<file path="config.mk">
export PLATFORM = sky130hd
export DESIGN_NAME = tfhe_pixel_processor
export DESIGN_NICKNAME = d
export VERILOG_FILES = /design/src/rtl/tfhe_pixel_processor.sv
export SDC_FILE = /design/constraint.sdc
export NUM_CORES = 1
export LEC_CHECK = 0
export BUFFER_PORTS_ARGS = -buffer_cell sky130_fd_sc_hd__buf_4
export CAP_MARGIN = 15
export CORE_MARGIN = 4
export CORE_UTILIZATION = 40
export CTS_BUF_LIST = sky130_fd_sc_hd__clkbuf_4
export DETAILED_ROUTE_END_ITERATION = 12
export PLACE_DENSITY = 0.62
export SLEW_MARGIN = 40
export SYNTH_ARGS = -nofsm -noshare
export SYNTH_HDL_FRONTEND = slang
export SYNTH_SLANG_ARGS = --single-unit
</file>
<file path="constraint.sdc">
create_clock -name clk -period 4.92 [get_ports clk]
set_input_delay 0.492 -clock clk [delete_from_list [all_inputs] [get_ports clk]]
set_output_delay 0.492 -clock clk [all_outputs]
set_load 0.05 [all_outputs]
</file>
<file path="src/rtl/tfhe_pixel_processor.sv">
// ---------------------------------------------------------------------------
// tfhe_pixel_processor
//
// Streams every pixel of the source image through a toy TFHE-style scheme.
// For each pixel it:
//   1. encrypts the pixel,
//   2. encrypts the latched brightness,
//   3. adds the two ciphertexts homomorphically,
//   4. decrypts the sum and writes it into the processed-image frame buffer.
//
// Ciphertext layout is {a[11:0], b[7:0]}, with b = m + (a*s mod 256).
// Each pixel takes four cycles: READ, ENC, ADD and WRITE.
//
// Ports:
//   clk, rst    system clock; asynchronous active-high reset
//   start       one-cycle frame request, honoured only while idle
//   brightness  plaintext addend, captured when start is accepted
//   rd_addr     image ROM address (synchronous ROM, one cycle latency)
//   rd_data     image ROM data
//   wr_en       frame-buffer write strobe, one cycle per pixel
//   wr_addr     frame-buffer write address
//   wr_data     frame-buffer write data (decrypted result)
//   busy        a frame is in progress
//   done        the whole frame has been written (sticky until next start)
//   ct_sum      most recent homomorphic sum, for debug visibility
// ---------------------------------------------------------------------------
module tfhe_pixel_processor #(
    parameter int          NUM_PIXELS = 4096,
    parameter int          ADDR_W     = 12,
    parameter logic [7:0]  SECRET_KEY = 8'hA5,
    parameter logic [11:0] LFSR_SEED  = 12'hACE
) (
    input  logic              clk,
    input  logic              rst,
    input  logic              start,
    input  logic [7:0]        brightness,
    output logic [ADDR_W-1:0] rd_addr,
    input  logic [7:0]        rd_data,
    output logic              wr_en,
    output logic [ADDR_W-1:0] wr_addr,
    output logic [7:0]        wr_data,
    output logic              busy,
    output logic              done,
    output logic [19:0]       ct_sum
);

    // An all-zero seed would lock the LFSR, so it is replaced by 1.
    localparam logic [11:0]       SEED_EFF  = (LFSR_SEED == 12'h000) ? 12'h001 : LFSR_SEED;
    localparam logic [ADDR_W-1:0] LAST_ADDR = ADDR_W'(NUM_PIXELS - 1);
    localparam logic [ADDR_W-1:0] ADDR_ONE  = ADDR_W'(1);

    typedef enum logic [2:0] {
        IDLE,
        READ,
        ENC,
        ADD,
        WRITE
    } state_t;

    state_t            state_q, state_d;
    logic [ADDR_W-1:0] addr_q, addr_d;
    logic [11:0]       lfsr_q, lfsr_d;
    logic [7:0]        br_q, br_d;
    logic [19:0]       ct1_q, ct1_d;
    logic [19:0]       ct2_q, ct2_d;
    logic [19:0]       ct_sum_q, ct_sum_d;
    logic [ADDR_W-1:0] rd_addr_q, rd_addr_d;
    logic [ADDR_W-1:0] wr_addr_q, wr_addr_d;
    logic [7:0]        wr_data_q, wr_data_d;
    logic              done_q, done_d;

    // Combinational results of the per-pixel arithmetic.
    logic [11:0]       lfsr_next1;
    logic [19:0]       sum_ct;

    // 12-bit Fibonacci LFSR step, shifting left.
    function automatic logic [11:0] lfsr_step(input logic [11:0] q);
        return {q[10:0], q[11] ^ q[10] ^ q[9] ^ q[3]};
    endfunction

    // (a*s) mod 256 depends only on a[7:0], so an 8x8 product truncated
    // to 8 bits is enough.
    function automatic logic [7:0] key_mask(input logic [11:0] a);
        logic [7:0] r;
        r = a[7:0] * SECRET_KEY;
        return r;
    endfunction

    function automatic logic [19:0] encrypt(input logic [7:0] m, input logic [11:0] a);
        return {a, m + key_mask(a)};
    endfunction

    function automatic logic [19:0] ct_add(input logic [19:0] c1, input logic [19:0] c2);
        return {c1[19:8] + c2[19:8], c1[7:0] + c2[7:0]};
    endfunction

    // Because 256 divides 4096, the wrap of the a field does not disturb
    // the mask, so this recovers (pixel + brightness) mod 256 exactly.
    function automatic logic [7:0] decrypt(input logic [19:0] c);
        return c[7:0] - key_mask(c[19:8]);
    endfunction

    assign lfsr_next1 = lfsr_step(lfsr_q);
    assign sum_ct     = ct_add(ct1_q, ct2_q);

    // State register and datapath registers. Reset restores the seed so a
    // restarted frame reproduces the same ciphertext masks.
    always_ff @(posedge clk or posedge rst) begin
        if (rst) begin
            state_q   <= IDLE;
            addr_q    <= '0;
            lfsr_q    <= SEED_EFF;
            br_q      <= '0;
            ct1_q     <= '0;
            ct2_q     <= '0;
            ct_sum_q  <= '0;
            rd_addr_q <= '0;
            wr_addr_q <= '0;
            wr_data_q <= '0;
            done_q    <= 1'b0;
        end else begin
            state_q   <= state_d;
            addr_q    <= addr_d;
            lfsr_q    <= lfsr_d;
            br_q      <= br_d;
            ct1_q     <= ct1_d;
            ct2_q     <= ct2_d;
            ct_sum_q  <= ct_sum_d;
            rd_addr_q <= rd_addr_d;
            wr_addr_q <= wr_addr_d;
            wr_data_q <= wr_data_d;
            done_q    <= done_d;
        end
    end

    // Next-state and datapath updates.
    // rd_addr is loaded on the edge that enters READ so the synchronous ROM
    // samples it at the end of READ and its data is valid during ENC.
    // wr_addr/wr_data are loaded on the edge that enters WRITE, so they are
    // valid while wr_en is high and then hold until the next pixel.
    always_comb begin
        state_d   = state_q;
        addr_d    = addr_q;
        lfsr_d    = lfsr_q;
        br_d      = br_q;
        ct1_d     = ct1_q;
        ct2_d     = ct2_q;
        ct_sum_d  = ct_sum_q;
        rd_addr_d = rd_addr_q;
        wr_addr_d = wr_addr_q;
        wr_data_d = wr_data_q;
        done_d    = done_q;

        case (state_q)
            IDLE: begin
                if (start) begin
                    br_d      = brightness;
                    addr_d    = '0;
                    rd_addr_d = '0;
                    done_d    = 1'b0;
                    state_d   = READ;
                end
            end
            READ: begin
                state_d = ENC;
            end
            ENC: begin
                ct1_d   = encrypt(rd_data, lfsr_q);
                ct2_d   = encrypt(br_q, lfsr_next1);
                lfsr_d  = lfsr_step(lfsr_next1);
                state_d = ADD;
            end
            ADD: begin
                ct_sum_d  = sum_ct;
                wr_addr_d = addr_q;
                wr_data_d = decrypt(sum_ct);
                state_d   = WRITE;
            end
            WRITE: begin
                if (addr_q == LAST_ADDR) begin
                    done_d  = 1'b1;
                    state_d = IDLE;
                end else begin
                    addr_d    = addr_q + ADDR_ONE;
                    rd_addr_d = addr_q + ADDR_ONE;
                    state_d   = READ;
                end
            end
            default: begin
                state_d = IDLE;
            end
        endcase
    end

    // Strobes decode straight from the state register so that reset drops
    // them immediately.
    assign wr_en   = (state_q == WRITE);
    assign busy    = (state_q != IDLE);
    assign rd_addr = rd_addr_q;
    assign wr_addr = wr_addr_q;
    assign wr_data = wr_data_q;
    assign done    = done_q;
    assign ct_sum  = ct_sum_q;

endmodule

</file>
### Word level (Yosys, flattened, before mapping)

Cells that the tools add are included.
W data, S select, Z words.

* flip-flop bits (word level): 116
* bits in latches: 0
* memory bits (writable): 0
* bits in read-only memories: 0
* input port bits: 19
* output and inout port bits: 55
* word-level logic and storage cells: 48
* memories: 0

* add/sub/neg operators: 6
* multipliers: 3
* div/mod/pow operators: 0
* $lt $le $gt $ge: 0
* eq/ne operators: 8
* shift operators: 0
* multiplexer cells: 9
* bitwise operators: 6
* reductions and logical operators: 6

Operator list (count)
* $add A8 B8 Y8: 3
* $mul A8 B8 Y8 const B: 3
* $mux W12: 2
* $pmux W12 S2: 1
* $pmux W3 S5: 1
* $add A12 B1 Y12 const B: 1
* $add A12 B12 Y12: 1
* $eq A12 B12 Y1 const B: 1
* $sub A8 B8 Y8: 1
* $eq A3 B2 Y1 const B: 2
* $reduce_and A3 Y1: 2
* $xor A1 B1 Y1: 6
* $ne A2 B2 Y1 const B: 2
* $eq A3 B1 Y1 const B: 1
* $eq A3 B3 Y1 const B: 1
* $logic_not A3 Y1: 1
* $mux W1: 3
* $mux W3: 1
* $reduce_bool A3 Y1: 1
* $ne A2 B1 Y1 const B: 1
* $pmux W1 S2: 1
* $reduce_and A2 Y1: 1
* $reduce_bool A2 Y1: 1

### Logic depth before layout (Yosys ltp)

Gate-level depths: netlist of the first run.

* depth after elaboration: 5
* depth in mapped cells: 18
* depth with buffers taken out: 18

### Worst setup path before layout of the first run

OpenSTA, ideal clock, no wires.

* path kind: register to register
* start: reg ct1_q[8]
* end: reg wr_data_q[7], in the netlist wr_data[7]
* setup time: 0.132 ns
* arrival time: 4.501 ns
* required time: 4.788 ns
* setup slack: 0.288 ns
* cell stages (with the launch flop): 19
* path buffers: 0
* clock period less this slack: 4.632 ns
* path through: dfrtp_1 > ha_1 > fa_1 > a21o_1 > a21oi_1 > o21ai_1 > a21oi_1 > xnor2_1 > ha_1 > ha_1 > fa_1 > fa_1 > xor2_1 > xnor2_1 > xnor2_1 > xnor3_1 > xnor3_1 > xor2_1 > o21ai_1

* word-level cells in the longest chain between the ends: 3

RTL lines
* start: declaration: RTL line 64 `logic [19:0] ct1_q, ct1_d;`
* start signal: assignment: RTL line 126 `ct1_q <= ct1_d;`
* $add A12 B12 Y12: RTL line 94 `return {c1[19:8] + c2[19:8], c1[7:0] + c2[7:0]};`
* named net sum_ct[14]: RTL line 74 `logic [19:0] sum_ct;`
* $mul A8 B8 Y8: RTL line 85 `r = a[7:0] * SECRET_KEY;`
* $sub A8 B8 Y8: RTL line 100 `return c[7:0] - key_mask(c[19:8]);`
* end signal: assignment: RTL line 131 `wr_data_q <= wr_data_d;`
* end: declaration: RTL line 69 `logic [7:0] wr_data_q, wr_data_d;`

The timed path passes the listed nets, and every way through them passes these cells.
A chain may end at the register's enable or synchronous reset.

### Worst setup path after layout of the first run

Same ends and word-level chain as after synthesis.

==> Flow_metrics.wiki, run 1 <==
{| class="wikitable"
! Metric !! Value
|-
| Outcome || completed
|-
| Vias after detailed routing || 4784
|-
| Clock Root Buffer || clkbuf_4
|-
| Total Nets Final || 901
|-
| Worst-path cell with the longest stage delay || fa_1
|-
| I/O pin count || 74
|-
| Critical path launch point || ct1_q[8]
|-
| Reg2reg path depth || 18
|-
| CP Data Required Time || 5.31 ns
|-
| Actual slew at the worst max-slew pin || 0.7094 ns
|-
| Initial core utilization || 0.4116
|-
| Post-synth EDFFs || 0
|-
| Number of warnings reported in the yosys synthesis log || 0
|-
| TritonCTS clock tree || done
|-
| Critical path buffers and inverters || 0
|-
| Cell with the most instances on the worst path || ha_1
|-
| Final hold violations || 0
|-
| Clock period minus final worst setup slack || 4.648 ns
|-
| Part of the cycle the worst path needs || 0.9448
|-
| Met1 wire length || 6384 um
|-
| Core Box Area || 16000 um^2
|-
| Post-synthesis to final-layout area growth || 15.18%
|-
| Average routed wire per standard cell || 14.09 um
|-
| Post-placement cell area || 7380 um^2
|-
| Arrival @ worst endpoint || 5.04 ns
|-
| Number of H-tree branching levels || 3
|-
| Area contributors post-synth || dfrtp_1 (36%), ha_1 (17%), nand2_1 (11%), xnor2_1 (5.9%), fa_1 (5.5%)
|-
| CTS clock-pin slew for the worst setup and hold paths || 0.19 ns
|-
| Router iterations before antenna repair || 5
|-
| Cells traversed along the worst timing path || ha_1 > fa_2 > a21o_1 > a21oi_2 > o21ai_1 > a21oi_2 > xnor2_2 > ha_1 > ha_1 > fa_1 > fa_1 > xor2_1 > xnor2_1 > xnor2_1 > xnor3_1 > xnor3_1 > xor2_1 > o21ai_1
|-
| Fill cells || 1585
|-
| List of most frequent post-synthesis cells || nand2_1 (193), dfrtp_1 (94), ha_1 (92)
|-
| Width of the chip || 136.3 um
|-
| Slew Limit Fails || 0
|-
| Synth Instances || 700
|-
| Met3 wire length || 470 um
|-
| GRT Residual Overflow || 0
|-
| Kind of critical path || reg2reg
|-
| Count of final setup violators || 0
|-
| Number of buffers created by CTS || 9
|-
| DRC violations left || 0
|-
| Routed wire length || 14000 um
|-
| Antenna violations before repair || 1
|-
| Top_reg_cell synth || dfrtp_1
|-
| Iteration-0 DRC count of the detailed router || 138
|-
| Number of distinct library cells after synthesis || 43
|-
| Setup tns final || 0 ns
|-
| Number of sinks handled by clock tree synthesis || 101
|-
| Antenna Violating Nets Remaining || 0
|-
| Minimum setup slack among reg-to-reg paths || 0.27 ns
|-
| Capture instance of the worst register-to-register path || wr_data[7]
|-
| Highest routed layer || met4
|-
| Post-synthesis sequential element count || 101
|-
| Most repeated cell in the gate-level netlist after synthesis || nand2_1
|-
| Met2 Routed Length || 6881 um
|-
| Nature of the critical path startpoint || flip-flop
|-
| Async set-reset flop share out of synthesis || 1.000
|-
| Maximum count of clock buffers along a single path || 2
|-
| Capturing element type of the critical path || flip-flop
|-
| All-layer global routing usage || 0.1610
|-
| Clock Latency Late Sink || 0.50 ns
|-
| Number of global-route vias before repair || 4947
|-
| Average size of a mapped cell || 9.409 um^2
|-
| Part of the Yosys area used for sequential elements || 0.3851
|-
| Worst hold path class || in2async
|-
| Die height || 136.3 um
|-
| Worst path max stage delay || 0.47 ns
|-
| Highest achievable clock rate || 215.1 MHz
|-
| Post-layout instance area || 7586 um^2
|-
| Share of the synthesized area in the top cell type || 0.3571
|-
| Routability Congestion || 0.8349
|-
| Worst flop-to-flop path startpoint || ct1_q[8]
|-
| Mean number of vias per cell || 4.813
|-
| Standard-cell rows || 46
|-
| Wire length of the first global-routing pass || 23950 um
|-
| Worst-case headroom to the max-slew limit || 0.5242
|-
| Floorplan die area || 18580 um^2
|-
| Critical Path Fanout Max || 2
|-
| IO Port Bufs || 73
|-
| Max-cap check violation count || 0
|-
| Top Family by Delay on Critical Path || adder cells
|-
| Fraction of layout cells with a size suffix above 1 || 0.1544
|-
| Detailed Place HPWL || 10790 um
|-
| Cell Area, Synth || 6586 um^2
|-
| Fin Clk Skew || 0.03138 ns
|-
| Syn_nets || 829
|-
| Largest area contributor in the netlist || dfrtp_1
|-
| Pin count of the biggest net entering global routing || 70
|-
| Unrepaired setup endpoints after global routing || no
|}
[state kept, by name (all words and copies together), names as in the netlist]
signal	cells
wr_data	8
wr_addr	12
ct1_q	16
br_q	8
done	1
ct_sum	20
rd_addr	12
ct2_q	9
lfsr_q	12
state_q	3
[cell usage in the layout (no fill, tap or decap), drive strengths merged, types with 2 or more instances in the layout]
cell type	instances
nor3	4
and2	3
xnor2	46
and4	3
nand2b	3
buf	80
clkinv	2
ha	92
dfrtp	94
clkbuf	9
xnor3	2
fa	18
nor3b	6
nand4	2
nand2	193
nor2	21
inv	73
nand3	6
mux2i	2
xor2	21
dfstp	7
o21a	2
o21bai	3
a21oi	21
o21ai	33
nor2b	2
a21o	14
[timing repair]
| action | in CTS | in global routing |
|---|---|---|
| setup buffers | 0 | 1 |
| hold buffers | 0 | 0 |
| setup endpoints to repair | 1 | 2 |
| gates resized for setup | 1 | 6 |
| pin swaps | 0 | 4 |
[per-layer routing]
metal  GRT usage  vias up
li1            -     2415
met2      0.2711       80
met4     0.05711        0
met3     0.02850       20
met5           0        -
met1      0.2087     2269
[kinds of logic after synthesis]
family                     synth area share
and+or+nand+nor                      0.1558
adders and majority gates            0.2295
DFF                                  0.3851
buffers and inverters               0.05034
AOI/OAI and AO/OA                   0.07637
xor gates and xnor gates            0.09821
muxes                              0.004749
[cell type report]
cell class | instances | area, um^2 | share of cell area
Timing Repair Buffer | 80 | 600.6 | 0.07917
Tap cell | 216 | 270.3 | 0.03563
Antenna cell | 1 | 2.502 | 0.0003299
Clock inverter | 7 | 97.59 | 0.01286
Sequential cell | 101 | 2536 | 0.3343
Clock buffer | 9 | 67.56 | 0.008906
Multi-Input combinational cell | 511 | 3747 | 0.4940
Inverter | 69 | 264.0 | 0.03480
[worst max path at each step]
stage	end	depth (start not counted)	slack, ns
3_3_place_gp	wr_data[7]	18	0.16
4_1_cts	wr_data[7]	18	0.006
6_report	wr_data[7]	18	0.27
3_5_place_dp	wr_data[7]	18	0.01
5_1_grt	wr_data[7]	18	0.01
2_1_floorplan	wr_data[7]	18	0.29
[through the flow]
stage,util,std cells,hold WS (ns),setup WS (ns)
floorplan,-,700,0.4487,0.2877
global placement,0.4612,976,0.4613,0.1628
detailed placement,0.4612,976,0.4654,0.01066
CTS,0.4718,992,0.1122,0.006059
global route,0.4741,994,0.05505,0.01016
finish,0.4741,994,0.04249,0.2718
Power of run 1 is left out: the tool's default activity adds up to more than one toggle a clock period on the data nets, which glitch-free logic cannot reach.
==> run 2: changes to the inputs <==
--- a/config.mk
+++ b/config.mk
@@ -8,10 +8,10 @@
 export BUFFER_PORTS_ARGS = -buffer_cell sky130_fd_sc_hd__buf_4
 export CAP_MARGIN = 15
 export CORE_MARGIN = 4
-export CORE_UTILIZATION = 40
+export CORE_UTILIZATION = 44
 export CTS_BUF_LIST = sky130_fd_sc_hd__clkbuf_4
 export DETAILED_ROUTE_END_ITERATION = 12
-export PLACE_DENSITY = 0.62
+export PLACE_DENSITY = 0.67
 export SLEW_MARGIN = 40
 export SYNTH_ARGS = -nofsm -noshare
 export SYNTH_HDL_FRONTEND = slang
==> run 2 against run 1 <==
Effect of this change:
- fmax shrank 0.85%
- wire length shrank 4.1%
- register-to-register slack lost 0.04 ns
- via count shrank 0.69%
- design area shrank 0.81%
- sequential share of layout area grew 0.27 points
- largest cell class unchanged
- critical endpoint unchanged
- sequential cell count is the same
- critical path type unchanged
- non-clock buffer count grew 1
- global-route usage grew 0.74 points
- utilization grew 4.2 points
==> Flow_metrics.wiki, run 2 (synthesis results as in run 1) <==
{| class="wikitable"
! Metric !! Value
|-
| Outcome || completed
|-
| Critical path buffers and inverters || 0 (unchanged)
|-
| I/O pin count || 74 (unchanged)
|-
| Routability Congestion || 0.8591 (+2.9%)
|-
| Nature of the critical path startpoint || flip-flop
|-
| Arrival @ worst endpoint || 5.07 ns (+0.03 ns)
|-
| Antenna Violating Nets Remaining || 0 (unchanged)
|-
| Final hold violations || 0 (unchanged)
|-
| Most frequent cells in the layout || nand2_1 (193), dfrtp_1 (94), ha_1 (92), buf_4 (81), inv_1 (68)
|-
| Worst-case headroom to the max-slew limit || 0.4585 (-0.06565)
|-
| Clock Latency Late Sink || 0.49 ns (about the same)
|-
| Detailed Place HPWL || 10410 um (-3.6%)
|-
| GRT Residual Overflow || 0 (unchanged)
|-
| Number of sinks handled by clock tree synthesis || 101 (unchanged)
|-
| Maximum count of clock buffers along a single path || 2 (unchanged)
|-
| Max reg flops || 20 (unchanged)
|-
| Slew Limit Fails || 0 (unchanged)
|-
| Average routed wire per standard cell || 13.96 um (-0.91%)
|-
| Worst hold path class || in2async
|-
| Fraction of layout cells with a size suffix above 1 || 0.1517 (-0.002769)
|-
| CTS clock-pin slew for the worst setup and hold paths || 0.16 ns (-0.03 ns)
|-
| Layout Utilization || 0.5158 (+0.04166)
|-
| Count of final setup violators || 0 (unchanged)
|-
| TritonCTS clock tree || done
|-
| Minimum setup slack among reg-to-reg paths || 0.23 ns (-0.04 ns)
|-
| Routed wire length || 13430 um (-4.1%)
|-
| All-layer global routing usage || 0.1685 (+0.007435)
|-
| Actual slew at the worst max-slew pin || 0.8122 ns (+0.1029 ns)
|-
| Reg2reg path depth || 18 (unchanged)
|-
| Width of the chip || 130.3 um (-4.4%)
|-
| Wire length of the first global-routing pass || 22950 um (-4.2%)
|-
| Post-synthesis to final-layout area growth || 14.25%
|-
| Standard-cell rows || 44 (-4.3%)
|-
| Vias after detailed routing || 4751 (-0.69%)
|-
| Worst-path cell with the longest stage delay || fa_1
|-
| Commonest non-fill, non-tap cell in the layout || nand2_1
|-
| Capture instance of the worst register-to-register path || wr_data[7]
|-
| Cells traversed along the worst timing path || ha_1 > fa_1 > a21o_1 > a21oi_2 > o21ai_1 > a21oi_2 > xnor2_2 > ha_1 > ha_1 > fa_1 > fa_1 > xor2_1 > xnor2_1 > xnor2_1 > xnor3_1 > xnor3_1 > xor2_1 > o21ai_1
|-
| Top Family by Delay on Critical Path || adder cells
|-
| IO Port Bufs || 73 (unchanged)
|-
| Final setup slack of the worst path || 0.2319 ns (-0.03993 ns)
|-
| Critical Path Fanout Max || 2 (unchanged)
|-
| Count of hold buffers inserted by post-cts repair || 0 (unchanged)
|-
| Number of buffers created by CTS || 9 (unchanged)
|-
| Worst path depth || 18 (unchanged)
|-
| Worst path max stage delay || 0.47 ns (about the same)
|-
| Setup tns final || 0 ns (unchanged)
|-
| Fin Clk Skew || 0.01630 ns (-0.01508 ns)
|-
| Final worst hold slack || 0.02609 ns (-0.01640 ns)
|-
| Part of the cycle the worst path needs || 0.9529 (+0.008116)
|-
| Total Nets Final || 902 (+0.11%)
|-
| Clock period minus final worst setup slack || 4.688 ns (+0.03993 ns)
|-
| Router iterations before antenna repair || 4 (-1)
|-
| Unrepaired setup endpoints after global routing || no
|-
| Clock Root Buffer || clkbuf_4
|-
| Initial core utilization || 0.4515 (+0.03982)
|-
| Die height || 130.3 um (-4.4%)
|-
| Max-cap check violation count || 0 (unchanged)
|-
| DRC violations left || 0 (unchanged)
|-
| Capturing element type of the critical path || flip-flop
|-
| Pin count of the biggest net entering global routing || 70 (unchanged)
|-
| Kind of critical path || reg2reg
|-
| Diodes inserted || 0 (-1)
|-
| CP Data Required Time || 5.30 ns (about the same)
|-
| Floorplan die area || 16990 um^2 (-8.6%)
|-
| Mean number of vias per cell || 4.939 (+2.6%)
|-
| Worst flop-to-flop path startpoint || ct1_q[8]
|-
| Setup Slack @ Placement || 0.05540 ns (+0.04474 ns)
|-
| Fill cells || 1346 (-15%)
|-
| Antenna violations before repair || 0 (-1)
|-
| Number of H-tree branching levels || 3 (unchanged)
|-
| Number of global-route vias before repair || 4888 (-1.2%)
|-
| Core Box Area || 14590 um^2 (-8.8%)
|-
| Iteration-0 DRC count of the detailed router || 179 (+30%)
|-
| Highest achievable clock rate || 213.3 MHz (-0.85%)
|}
-- run 2: metrics by stage --
step | instance area [um^2] | std cells
2_1_floorplan | 6586 | 700
6_report | 7525 | 962
5_1_grt | 7525 | 962
3_5_place_dp | 7340 | 944
3_3_place_gp | 7340 | 944
4_1_cts | 7485 | 960
-- run 2: worst max-delay path by stage --
stage / startpoint / end / slack (ns)
2_1_floorplan: ct1_q[8] / wr_data[7] / 0.29
3_3_place_gp: ct1_q[0] / wr_data[7] / 0.17
3_5_place_dp: ct1_q[8] / wr_data[7] / 0.06
4_1_cts: ct2_q[8] / wr_data[7] / 0.01
5_1_grt: ct1_q[8] / wr_data[7] / 0.006
6_report: ct1_q[8] / wr_data[7] / 0.23
-- run 2: layer usage --
layer  vias to the layer above  wire [um]  share of wire  GRT usage
li1                       2417          -              -          -
met1                      2253       5863           0.44     0.2118
met2                        67       6831           0.51     0.2918
met3                        14        517          0.039    0.04339
met4                         0        214          0.016    0.04053
met5                         -          0              0          0
-- run 2: final cells by class --
cell class / instances / area [um^2] / area share
multi-input combinational: 511 / 3741 / 0.4972
sequential: 101 / 2536 / 0.3370
timing repair buffer: 81 / 608.1 / 0.08081
inverter: 69 / 264.0 / 0.03508
tap: 184 / 230.2 / 0.03060
clock buffer: 10 / 75.07 / 0.009977
clock inverter: 6 / 70.07 / 0.009312
-- run 2: timing repair --
action	4_1_cts	5_1_grt
buffers inserted	0	2
resized for setup	0	5
setup endpoints to repair	0	2
Power of run 2 is left out for the same reason.
